$ cat config.mk
export PLATFORM = sky130hd
export DESIGN_NAME = rdat_poll_sched_flat
export DESIGN_NICKNAME = d
export VERILOG_FILES = /design/src/rtl/rdat_poll_sched_if.sv /design/src/rtl/rdat_poll_sched.sv /design/src/flat_wrapper.sv
export SDC_FILE = /design/constraint.sdc
export NUM_CORES = 1
export LEC_CHECK = 0
export ABC_AREA = 1
export CORE_ASPECT_RATIO = 1.4
export CORE_UTILIZATION = 28
export DETAILED_ROUTE_END_ITERATION = 16
export MAX_ROUTING_LAYER = met4
export PLACE_DENSITY_LB_ADDON = 0.05
export SETUP_SLACK_MARGIN = 0.5
export SYNTH_ARGS = -nofsm -noshare
export SYNTH_HDL_FRONTEND = slang
export SYNTH_SLANG_ARGS = --single-unit
$ cat constraint.sdc
create_clock -name clk_3wi -period 3.85 [get_ports clk_3wi]
set_input_delay 1.155 -clock clk_3wi [delete_from_list [all_inputs] [get_ports clk_3wi]]
set_output_delay 1.155 -clock clk_3wi [all_outputs]
set_load 0.01 [all_outputs]
$ cat src/rtl/rdat_poll_sched_if.sv
// rdat_poll_sched_if: read channel towards the 3WI engine plus the downstream
// valid/ready frame channel. The scheduler uses the master modport.
interface rdat_poll_sched_if #(
   parameter int unsigned FRAME_W = 52
);
   // 3WI read channel
   logic               rd_req;
   logic [2:0]         rd_sel;
   logic               rd_ack;
   logic [FRAME_W-1:0] rd_frame;

   // Downstream frame channel
   logic               out_valid;
   logic               out_ready;
   logic [FRAME_W-1:0] out_data;
   logic [2:0]         out_asc;

   modport master (
      output rd_req, rd_sel, out_valid, out_data, out_asc,
      input  rd_ack, rd_frame, out_ready
   );

   modport slave (
      input  rd_req, rd_sel, out_valid, out_data, out_asc,
      output rd_ack, rd_frame, out_ready
   );
endinterface

$ cat src/rtl/rdat_poll_sched.sv
// rdat_poll_sched: round-robin RDAT poller sharing one 3WI read channel among up
// to 8 ASC devices. Each enabled slot gets a read request; the returned frame is
// handed downstream over valid/ready, or a sticky timeout flag is raised.
// Optional feature: define RDAT_PARITY_CHK_EN to check even parity held in
// rd_frame[FRAME_W-1], drop bad frames and flag them in parity_err.
module rdat_poll_sched #(
   parameter int unsigned ASC_COUNT   = 8,
   parameter int unsigned FRAME_W     = 52,
   parameter int unsigned TIMEOUT_CYC = 255,
   parameter int unsigned GAP_CYC     = 4
) (
   input  logic              clk_3wi,
   input  logic              rst_3wi,
   input  logic              poll_en,
   input  logic [7:0]        asc_mask,
   input  logic              err_clr,
   output logic [7:0]        timeout_err,
`ifdef RDAT_PARITY_CHK_EN
   output logic [7:0]        parity_err,
`endif
   output logic              busy,
   rdat_poll_sched_if.master bus
);

   typedef enum logic [2:0] {StIdle, StIssue, StWait, StPresent, StGap} state_t;

   localparam logic [7:0] SLOT_MASK   = 8'((32'd1 << ASC_COUNT) - 32'd1);
   localparam logic [2:0] LAST_SLOT   = 3'(ASC_COUNT - 1);
   localparam logic [7:0] TIMEOUT_LIM = 8'(TIMEOUT_CYC);
   localparam logic [3:0] GAP_LIM     = 4'(GAP_CYC);

   state_t             state_q, state_d;
   logic [2:0]         sel_q, sel_d;
   logic [2:0]         ptr_q, ptr_d;
   logic [7:0]         cnt_q, cnt_d;
   logic [3:0]         gap_q, gap_d;
   logic [FRAME_W-1:0] data_q, data_d;
   logic [2:0]         asc_q, asc_d;
   logic [7:0]         tout_q, tout_d;
`ifdef RDAT_PARITY_CHK_EN
   logic [7:0]         par_q, par_d;
   logic               par_bad;
`endif

   logic [7:0]         valid_mask;
   logic               start;
   logic [2:0]         next_ptr;
   logic [2:0]         base;
   logic [2:0]         pick;
   logic [2:0]         idx;
   logic               found;

   assign valid_mask = asc_mask & SLOT_MASK;
   assign start      = poll_en & (|valid_mask);
   assign next_ptr   = (sel_q == LAST_SLOT) ? 3'd0 : sel_q + 3'd1;
   // In GAP the pointer is being advanced this cycle, so search from its new value.
   assign base       = (state_q == StGap) ? next_ptr : ptr_q;
`ifdef RDAT_PARITY_CHK_EN
   // Frame plus its parity bit must XOR to zero.
   assign par_bad    = ^bus.rd_frame;
`endif

   // Pick the first enabled slot at or after base, wrapping 7 -> 0.
   always_comb begin
      pick  = base;
      found = 1'b0;
      idx   = 3'd0;
      for (int i = 0; i < 8; i++) begin
         idx = base + 3'(i);
         if (!found && valid_mask[idx]) begin
            pick  = idx;
            found = 1'b1;
         end
      end
   end

   // Next-state logic for the poll FSM and its datapath.
   always_comb begin
      state_d = state_q;
      sel_d   = sel_q;
      ptr_d   = ptr_q;
      cnt_d   = cnt_q;
      gap_d   = gap_q;
      data_d  = data_q;
      asc_d   = asc_q;
      // Clear first so a same-cycle set below wins.
      tout_d  = err_clr ? 8'd0 : tout_q;
`ifdef RDAT_PARITY_CHK_EN
      par_d   = err_clr ? 8'd0 : par_q;
`endif
      unique case (state_q)
         StIdle: begin
            if (start) begin
               sel_d   = pick;
               state_d = StIssue;
            end
         end
         StIssue: begin
            cnt_d   = 8'd0;
            state_d = StWait;
         end
         StWait: begin
            cnt_d = cnt_q + 8'd1;
            // An ack in the final wait cycle beats the timeout.
            if (bus.rd_ack) begin
               gap_d = 4'd0;
`ifdef RDAT_PARITY_CHK_EN
               if (par_bad) begin
                  par_d[sel_q] = 1'b1;
                  state_d      = StGap;
               end else begin
                  data_d  = bus.rd_frame;
                  asc_d   = sel_q;
                  state_d = StPresent;
               end
`else
               data_d  = bus.rd_frame;
               asc_d   = sel_q;
               state_d = StPresent;
`endif
            end else if (cnt_q + 8'd1 == TIMEOUT_LIM) begin
               tout_d[sel_q] = 1'b1;
               gap_d         = 4'd0;
               state_d       = StGap;
            end
         end
         StPresent: begin
            if (bus.out_ready) begin
               gap_d   = 4'd0;
               state_d = StGap;
            end
         end
         StGap: begin
            // One pointer-update cycle followed by GAP_CYC idle cycles.
            ptr_d = next_ptr;
            if (gap_q == GAP_LIM) begin
               if (start) begin
                  sel_d   = pick;
                  state_d = StIssue;
               end else begin
                  state_d = StIdle;
               end
            end else begin
               gap_d = gap_q + 4'd1;
            end
         end
         default: state_d = StIdle;
      endcase
   end

   // State and datapath registers with synchronous reset.
   always_ff @(posedge clk_3wi) begin
      if (rst_3wi) begin
         state_q <= StIdle;
         sel_q   <= 3'd0;
         ptr_q   <= 3'd0;
         cnt_q   <= 8'd0;
         gap_q   <= 4'd0;
         data_q  <= '0;
         asc_q   <= 3'd0;
         tout_q  <= 8'd0;
`ifdef RDAT_PARITY_CHK_EN
         par_q   <= 8'd0;
`endif
      end else begin
         state_q <= state_d;
         sel_q   <= sel_d;
         ptr_q   <= ptr_d;
         cnt_q   <= cnt_d;
         gap_q   <= gap_d;
         data_q  <= data_d;
         asc_q   <= asc_d;
         tout_q  <= tout_d;
`ifdef RDAT_PARITY_CHK_EN
         par_q   <= par_d;
`endif
      end
   end

   assign bus.rd_req    = (state_q == StIssue);
   assign bus.rd_sel    = sel_q;
   assign bus.out_valid = (state_q == StPresent);
   assign bus.out_data  = data_q;
   assign bus.out_asc   = asc_q;
   assign timeout_err   = tout_q;
`ifdef RDAT_PARITY_CHK_EN
   assign parity_err    = par_q;
`endif
   assign busy          = (state_q != StIdle);

endmodule

$ cat src/flat_wrapper.sv
// flat-port wrapper written by rule: the top's interface ports become plain ports
module rdat_poll_sched_flat 
#(
   parameter int unsigned ASC_COUNT   = 8,
   parameter int unsigned FRAME_W     = 52,
   parameter int unsigned TIMEOUT_CYC = 255,
   parameter int unsigned GAP_CYC     = 4
)
  (clk_3wi, rst_3wi, poll_en, asc_mask, err_clr, timeout_err, busy, bus_rd_req, bus_rd_sel, bus_out_valid, bus_out_data, bus_out_asc, bus_rd_ack, bus_rd_frame, bus_out_ready);
  rdat_poll_sched_if #(.FRAME_W(FRAME_W)) bus_i ();
  input  logic clk_3wi;
  input  logic rst_3wi;
  input  logic poll_en;
  input  logic [7:0] asc_mask;
  input  logic err_clr;
  output logic [7:0] timeout_err;
  output logic busy;
  output wire logic [$bits(bus_i.rd_req)-1:0] bus_rd_req;
  output wire logic [$bits(bus_i.rd_sel)-1:0] bus_rd_sel;
  output wire logic [$bits(bus_i.out_valid)-1:0] bus_out_valid;
  output wire logic [$bits(bus_i.out_data)-1:0] bus_out_data;
  output wire logic [$bits(bus_i.out_asc)-1:0] bus_out_asc;
  input wire logic [$bits(bus_i.rd_ack)-1:0] bus_rd_ack;
  input wire logic [$bits(bus_i.rd_frame)-1:0] bus_rd_frame;
  input wire logic [$bits(bus_i.out_ready)-1:0] bus_out_ready;
  assign bus_rd_req = bus_i.rd_req;
  assign bus_rd_sel = bus_i.rd_sel;
  assign bus_out_valid = bus_i.out_valid;
  assign bus_out_data = bus_i.out_data;
  assign bus_out_asc = bus_i.out_asc;
  assign bus_i.rd_ack = bus_rd_ack;
  assign bus_i.rd_frame = bus_rd_frame;
  assign bus_i.out_ready = bus_out_ready;
  rdat_poll_sched #(.ASC_COUNT(ASC_COUNT), .FRAME_W(FRAME_W), .TIMEOUT_CYC(TIMEOUT_CYC), .GAP_CYC(GAP_CYC)) u_core (.clk_3wi(clk_3wi), .rst_3wi(rst_3wi), .poll_en(poll_en), .asc_mask(asc_mask), .err_clr(err_clr), .timeout_err(timeout_err), .busy(busy), .bus(bus_i));
endmodule
### Word-level counts from Yosys, hierarchy flattened

Index checks and enable logic that the tools add are counted.

* bits in registers: 84
* input bits: 66
* output and inout bits: 69
* logic and storage cells: 121

* add/subtract/negate cells: 10
* order comparisons: 10
* eq/ne operators: 12
* muxes and demuxes: 54
* bitwise gates (word level): 2
* reduce and logical (&&, ||, !) cells: 25

Operators with widths (count)
* 3-bit 2-to-1 mux: 16
* 3-bit by 4-bit less-than comparator with 1-bit output (second input constant): 9
* 8-bit 2-to-1 mux: 4
* 1-bit binary-select mux with 3-bit select: 8
* 1-bit 2-to-1 mux: 17
* 4-bit 2-to-1 mux: 4
* 8-bit case mux with 2 select lines: 1
* 3-bit case mux with 5 select lines: 1
* 3-bit adder (second input constant): 4
* 4-bit case mux with 3 select lines: 1
* 8-bit by 1-bit adder with 8-bit output (second input constant): 1
* 8-bit == test (second input constant): 1
* 1-bit logical AND: 8
* 8-bit bitwise OR: 1
* 4-bit AND reduction: 2
* 8-bit OR reduction: 1
* 1-bit zero test: 7
* 3-bit by 1-bit adder with 3-bit output (second input constant): 2
* 3-bit by 2-bit adder with 3-bit output (second input constant): 2
* 3-bit by 2-bit == test with 1-bit output (second input constant): 2
* 3-bit == test (second input constant): 2
* 3-bit case mux with 2 select lines: 1
* 3-bit nonzero test: 2
* 4-bit by 1-bit adder with 4-bit output (second input constant): 1
* other kinds (11): 15

### Logic depth before layout (Yosys ltp)

* word-level depth: 30
* mapped depth: 25
* gate-level depth less buffers: 24

### Worst setup path after synthesis

Ideal clock, no wire load.

* path kind: flip-flop to flip-flop
* start: register u_core.sel_q[0] (netlist: u_core.bus.rd_sel[0])
* end: register u_core.sel_q[2] (netlist: u_core.bus.rd_sel[2])
* setup time: 0.131 ns
* arrival: 2.718 ns
* required time: 3.719 ns
* slack: 1.001 ns
* cell stages (with the launch flop): 24
* path buffers: 1
* period minus slack after synthesis: 2.849 ns
* cells stage by stage: dfxtp_1 > ha_1 > ha_1 > inv_1 > nand2_1 > o21ai_2 > buf_6 > ha_1 > inv_1 > nand3_1 > nand3_2 > nand2_4 > nor2_8 > nand2_4 > nor2_8 > nand3_4 > inv_2 > nand2_2 > nand2_1 > inv_1 > nand2_1 > nand2_1 > nand2_1 > a21oi_2

* word-level cells in the longest chain between the ends: 30
* elaborated cells on any way between the ends: 58
* classes of those cells: add/sub: 8; eq/ne: 1; mux: 35; reduce/logical: 14

RTL lines
* start, declared: RTL line rdat_poll_sched.sv:33 `logic [2:0] sel_q, sel_d;`
* start signal, assigned: RTL line rdat_poll_sched.sv:167 `sel_q <= sel_d;`
* 3-bit by 1-bit adder with 3-bit output / 3-bit == test (equally long branches): RTL line rdat_poll_sched.sv:55 `assign next_ptr = (sel_q == LAST_SLOT) ? 3'd0 : sel_q + 3'd1;`
* 3-bit 2-to-1 mux (*): RTL line rdat_poll_sched.sv:55
* 3-bit 2-to-1 mux (*): RTL line rdat_poll_sched.sv:57 `assign base = (state_q == StGap) ? next_ptr : ptr_q;`
* net u_core.base[1]: RTL line rdat_poll_sched.sv:48 `logic [2:0] base;`
* parallel branches: the longest is 23 deep, another holds 3-bit by 1-bit adder with 3-bit output
* 3-bit 2-to-1 mux (*): RTL line rdat_poll_sched.sv:70 `if (!found && valid_mask[idx]) begin`
* 3-bit 2-to-1 mux (*): RTL line rdat_poll_sched.sv:93, rdat_poll_sched.sv:137
* 3-bit 2-to-1 mux: RTL line rdat_poll_sched.sv:136 `if (gap_q == GAP_LIM) begin`
* 3-bit case mux with 2 select lines (*): RTL line rdat_poll_sched.sv:91 `unique case (state_q)`

Mark *: on every way through the listed nets, which the timed path passes. The select of a mux whose other input is x is not followed.
A chain may end at the register's enable or synchronous reset.

### Worst setup path in the final report

* start: register u_core.sel_q[0] (netlist: u_core.bus.rd_sel[0])
* end: register u_core.sel_q[2] (netlist: u_core.bus.rd_sel[2])

* word-level cells in the longest chain between the ends: 30
* elaborated cells on any way between the ends: 58
* classes of those cells: add/sub: 8; eq/ne: 1; mux: 35; reduce/logical: 14

RTL lines (RTL line)
* 3-bit by 1-bit adder with 3-bit output / 3-bit == test (equally long branches): rdat_poll_sched.sv:55
* 3-bit 2-to-1 mux (*): rdat_poll_sched.sv:55
* 3-bit 2-to-1 mux (*): rdat_poll_sched.sv:57
* parallel branches: the longest is 23 deep, another holds 3-bit by 1-bit adder with 3-bit output
* 3-bit 2-to-1 mux (*): rdat_poll_sched.sv:70
* 3-bit 2-to-1 mux (*): rdat_poll_sched.sv:93, rdat_poll_sched.sv:137
* 3-bit 2-to-1 mux: rdat_poll_sched.sv:136
* 3-bit case mux with 2 select lines (*): rdat_poll_sched.sv:91

Mark *: on every way between the ends. The select of a mux whose other input is x is not followed.

==> metrics <==
status completed; All-Layer GR Usage 0.174; pwr/cell area approximately 630 nW/µm²; core area approximately 15000 µm²; Post-Route WL 12800 µm; area grow syn2layout 42.8%; layout cells sized above 1 0.103; number of diodes 0; Switching Share 0.423; port bufs ~130; die area around 16000 µm²; vias after detailed routing around 4300; Mapped Nets roughly 690; Flop pwr share 0.296; CTS tree built; Hold Path End u_core.timeout_err[1]; DP Worst Slack around 0.73 ns; Final Skew between 0.006 and 0.007 ns; largest net degree at the start of global routing 60; actual slew at the worst max-slew pin approximately 0.57 ns; total gr overflow 0; width of the die between 100 and 150 µm; Crit. Startpoint u_core.bus.rd_sel[0]; post-DP HPWL around 9300 µm; commonest non-fill, non-tap cell in the layout clkdlybuf4s50_1; Final Critical Period between 3 and 4 ns; Synth cell types 38; Antenna Nets Post-Route 0; Yosys reg bits between 80 and 90; Core Util, Final 0.408; RSZ-0062 raised after global routing no; Final Cycle Share 0.787; Crit Path Class reg -> reg; Post-Synthesis Cells just over 600; Mean Syn Cell Area 6.99 µm²; vias in the first global route approximately 4400; Netlist Area Pre-Place ~4300 µm²; hold_sp u_core.timeout_err[1]; Detailed Route Iter0 Violations ~150; RR Endpoint u_core.bus.rd_sel[2]; internal power around 2.2 mW; Final Hold Violating Endpoints 0; Final nets 815; Placer Congestion roughly 0.83; Comb pwr share 0.479; YS warnings 0; Required @ worst endpoint 4.08 ns; Die Y roughly 150 µm; root buffer cell clkbuf_16; H-tree depth 3; reg-to-reg startpoint u_core.bus.rd_sel[0]; leakage power 2.61 nW; vias per std cell roughly 4.6; Area after DPL between 5000 and 6000 µm²; Peak VDD IR 0.000251 V; clock share of power 0.225; DRC errors left 0; R2R depth 23; CP startpoint kind register; r2r setup slk a little over 0.8 ns; worst hold stages 2; wire length per cell ~14 µm; register area share after synthesis 0.393; CP Capture Type register; Tot Pwr 3.83 mW; critical path arrival between 3 and 4 ns; TNS Setup 0 ns; io pins between 100 and 150; clk sinks 84; Critical Path Fanout Max 11; Max-Slew Margin vs Limit 0.620; initial antenna violation count 0; Core Rows 53; Slew Viols, Final 0; max-cap viol count 0; Clock Path Buffers 2; achievable frequency between 300 and 400 MHz; initial core utilization 0.286; first-pass GRT wire length between 20000 and 25000 µm; Psw about 1.6 mW; DRT Pass-1 Iters 4; Final setup viols 0; post-route cell area ~6100 µm²; HP Class reg -> reg; most frequent cells in the layout clkdlybuf4s50_1 (134), nor2_1 (122), nand2_1 (112); final worst slack a little over 0.8 ns; CTS clock-pin slew for the worst setup and hold paths 0.07 ns; CTS buffer count 9; Worst-Skew Late Latency around 0.34 ns
[state kept, by name, indices dropped and copies added (netlist names)]
name	cells
u_core.bus.out_asc	3
u_core.bus.out_data	52
u_core.bus.rd_sel	3
u_core.cnt_q	8
u_core.gap_q	4
u_core.ptr_q	3
u_core.state_q	3
u_core.timeout_err	8
[cells by family (layout without fill, tap and decap cells)]
group,count (synthesis),in the layout,synth area share
AND/OR/NAND/NOR,339,339,0.371
AO/OA/AOI/OAI,103,103,0.132
flip-flops,84,84,0.393
buffers and inverters,76,210,0.0754
adder cells (fa/ha/maj),7,7,0.0204
XOR/XNOR,4,4,0.00818
[cell usage after synthesis]
cell,n,area share
nor2_8,3,0.014
nor3_1,6,0.0070
inv_2,7,0.0061
nand3b_1,2,0.0035
nand3_1,43,0.050
nand2_2,14,0.020
and2_1,1,0.0015
o21ai_4,1,0.0038
ha_1,7,0.020
nand2_4,4,0.011
a31o_2,1,0.0020
nor4_1,1,0.0015
nand3_4,1,0.0041
o21ai_1,1,0.0012
or2_2,2,0.0029
nor2_2,3,0.0044
nor2_4,1,0.0026
a21oi_2,2,0.0041
a211oi_1,2,0.0035
o211ai_1,1,0.0018
clkbuf_1,19,0.017
nand4_1,12,0.018
nor2_1,123,0.11
dfxtp_1,84,0.39
a21oi_1,26,0.030
inv_1,44,0.039
nand2_1,112,0.098
nor3b_1,1,0.0018
o41ai_1,1,0.0020
a31oi_1,2,0.0029
o31ai_1,1,0.0018
o21ai_2,3,0.0061
clkinv_1,1,0.00088
o21ai_0,62,0.072
xor2_1,3,0.0061
nand3_2,10,0.023
buf_6,5,0.013
xnor2_1,1,0.0020
[power by group through the flow]
stage               Combinational (mW)  Clock (mW)  Sequential [mW]
floorplan                         1.13           0             1.21
global placement                  1.84           0             1.15
detailed placement                1.85           0             1.15
CTS                               1.86       0.888             1.13
global route                      2.05       0.922             1.16
finish                            1.84       0.861             1.13
[layout make-up]
| type | instances | area [µm²] |
|---|---|---|
| fillers | 1588 | 8870 |
| clock buffers | 11 | 253 |
| clock inverters | 5 | 41.3 |
| well taps | 192 | 240 |
| multi-input cells | 453 | 2290 |
| flip-flops and latches | 84 | 1680 |
| inverters | 52 | 195 |
| repair buffers | 142 | 1410 |
[per-stage QoR]
step | instances | hold WS [ns]
6_report | 939 | 0.466
5_1_grt | 939 | 0.486
3_5_place_dp | 923 | 0.458
2_1_floorplan | 613 | 0.454
3_3_place_gp | 923 | 0.458
4_1_cts | 939 | 0.470
[worst max-delay path, stage by stage, from the launching register on]
cell	delay (ns)
dfxtp_1	0.30
buf_4	0.15
ha_1	0.20
ha_1	0.19
nor2_1	0.09
nand3_1	0.12
nand2_4	0.18
ha_1	0.31
inv_1	0.17
nand3_1	0.14
nand3_2	0.11
nand2_4	0.07
nor2_8	0.13
nand2_4	0.08
nor2_8	0.13
nand3_4	0.12
inv_2	0.08
nand2_2	0.05
nand2_1	0.06
inv_1	0.04
nand2_1	0.05
nand2_1	0.04
nand2_1	0.07
a21oi_2	0.05
[worst max path at each step]
stage	end	slack, ns	cells after the start
4_1_cts	u_core.bus.rd_sel[2]	0.74	23
6_report	u_core.bus.rd_sel[2]	0.82	23
3_3_place_gp	u_core.bus.rd_sel[2]	0.75	17
3_5_place_dp	u_core.bus.rd_sel[2]	0.73	17
2_1_floorplan	u_core.bus.rd_sel[2]	1.00	23
5_1_grt	u_core.bus.rd_sel[2]	0.51	23
[timing repair]
item / 4_1_cts / 5_1_grt
setup endpoints to repair: 0 / 1
buffers inserted: 0 / 0
gates resized for setup: 0 / 1
hold buffers: 0 / 0
endpoints found under the hold margin: 0 / 0
[layer usage]
layer  GRT usage  wire length [µm]
met1       0.199              5620
met2       0.293              6290
met3      0.0421               715
met4      0.0637               199
met5           -                 0
No activity file was read; power rests on OpenSTA's default activity.
==> variant: new RTL, same settings <==
Reset style: asynchronous (`rst_3wi`), changed in one clocked block. Comments in the files are not updated.
--- a/src/rtl/rdat_poll_sched.sv
+++ b/src/rtl/rdat_poll_sched.sv
@@ -149,7 +149,7 @@
    end
 
    // State and datapath registers with synchronous reset.
-   always_ff @(posedge clk_3wi) begin
+   always_ff @(posedge clk_3wi or posedge rst_3wi) begin
       if (rst_3wi) begin
          state_q <= StIdle;
          sel_q   <= 3'd0;
Check against the original RTL: differs if rst_3wi is asserted again (counterexample within 4 cycles, from zero or initial values and one cycle with rst_3wi high); with rst_3wi held inactive, the same outputs for 10 cycles.
==> variant against the original RTL <==
  * Clock skew rose by 0.0021 ns
  * Synthesized cell count decreased by 20%
  * Synthesized area is 4.4% higher
  * Cell area grew 3.9%
  * Via count decreased by 10%
  * Global-route usage fell by 1.6 points
  * Sequential cell count unchanged
  * Worst setup slack improved by 0.0015 ns
  * Worst hold slack improved by 0.022 ns
  * Count of clock-buffer cells in the layout unchanged
  * Wire length fell by 3.6%
  * Power rose by 43%
  * Critical path type unchanged
==> variant: results (changes against the original RTL) <==
| Metric | Value |
|---|---|
| Status | finished, final reports clean (unchanged) |
| Mux share of post-synthesis cell area | 13.1% (was 0%) |
| Cell variety after synth | 35 (was 38) |
| Synth Area in Compound Gates | 4.90% (was 13.2%) |
| DP Cell Count | 814 (was 923) |
| Root Driver | clkbuf_16 (unchanged) |
| Via/cell ratio | 4.70 (was 4.61) |
| P_comb | 3.22 mW (was 1.84 mW) |
| Worst IR drop on VDD | 0.377 mV (was 0.251 mV) |
| Area contributors post-synth | dfrtp_1 (47%), mux2_2 (13%), nand2_1 (9.1%) (was dfxtp_1 (39%), nor2_1 (11%), nand2_1 (9.8%)) |
| Mapped Cells | 489 (was 613) |
| PnR worst setup slack | 0.820 ns (was 0.819 ns) |
| Async S/R FF share, synth | 100% (was 0%) |
| Fillers | 1,591 (was 1,588) |
| CP delay by family, top | simple AND/OR/NAND/NOR gates (unchanged) |
| Layout Cells excl Fill | 830 (was 939) |
| Synthesized net count | 562 (was 686) |
| Dpl cell area | 0.00607 mm² (was 0.00582 mm²) |
| Layout cells sized above 1 | 16.7% (was 10.3%) |
| Slowest cell on crit path | dfrtp_1 (was ha_1) |
| Worst slack, placed | 0.690 ns (was 0.725 ns) |
| M3 GR Usage | 3.34% (was 4.21%) |
| Routing usage on met1 | 16.2% (was 19.9%) |
| Met3 WL | 685 µm (was 715 µm) |
| Ys flop type | dfrtp_1 (was dfxtp_1) |
| Detailed placement HPWL | 9.67 mm (was 9.32 mm) |
| Leak Pwr | 2.87 nW (was 2.61 nW) |
| Global-route wire length before repair | 19.2 mm (was 21.2 mm) |
| Metal2 WL | 6.69 mm (was 6.29 mm) |
| Rel. slew slack | 39.5% (was 62.0%) |
| Setup Skew | 0.00905 ns (was 0.00691 ns) |
| Number of global-route vias before repair | 3,893 (was 4,408) |
| WL final | 12.4 mm (was 12.8 mm) |
| Nets | 702 (was 815) |
| Post-synth top area share | 47.0% (was 39.3%) |
| Crit-path max cell delay | 0.42 ns (was 0.31 ns) |
| CP Max Fanout | 7 (was 11) |
| Final hold slack | 0.488 ns (was 0.466 ns) |
| Synth cell count leaders | nand2_1 (108), dfrtp_1 (84), nand3_1 (74) (was nor2_1 (123), nand2_1 (112), dfxtp_1 (84)) |
| Post-synthesis xor/xnor area fraction | 1.57% (was 0.818%) |
| Post-Synth Adder-Cell Area | 1.96% (was 2.04%) |
| Largest net degree at the start of global routing | 52 (was 60) |
| Initial DRC Count | 117 (was 152) |
| Switching Fraction | 42.5% (was 42.3%) |
| Final Power | 5.49 mW (was 3.83 mW) |
| Reported clock group power | 0.837 mW (was 0.861 mW) |
| Total GRT Usage | 15.8% (was 17.4%) |
| GP Congestion | 0.861 (was 0.829) |
| Post-synthesis sequential area ratio | 47.0% (was 39.3%) |
| Metal-1 WL | 4.63 mm (was 5.62 mm) |
## variant: layout make-up
type | count | area [µm²] | area share, %
inverter | 51 | 193 | 3.03
timing repair buffer | 139 | 1400 | 22.1
clock inverter | 5 | 52.6 | 0.827
tap | 196 | 245 | 3.86
clock buffer | 11 | 233 | 3.66
sequential | 84 | 2100 | 33.1
multi-input combinational | 344 | 2120 | 33.4
## variant: worst paths after layout
kind                                        from                 endpoint  cells past startpoint
setup / recovery            u_core.bus.rd_sel[1]     u_core.bus.rd_sel[2]                     21
hold / removal             u_core.bus.out_asc[2]    u_core.bus.out_asc[2]                      2
setup reg to reg            u_core.bus.rd_sel[1]     u_core.bus.rd_sel[2]                     21
hold reg to reg            u_core.bus.out_asc[2]    u_core.bus.out_asc[2]                      2
max in group asynchronous                rst_3wi  u_core.bus.out_data[13]                      3
min in group asynchronous                rst_3wi   u_core.bus.out_data[3]                      2
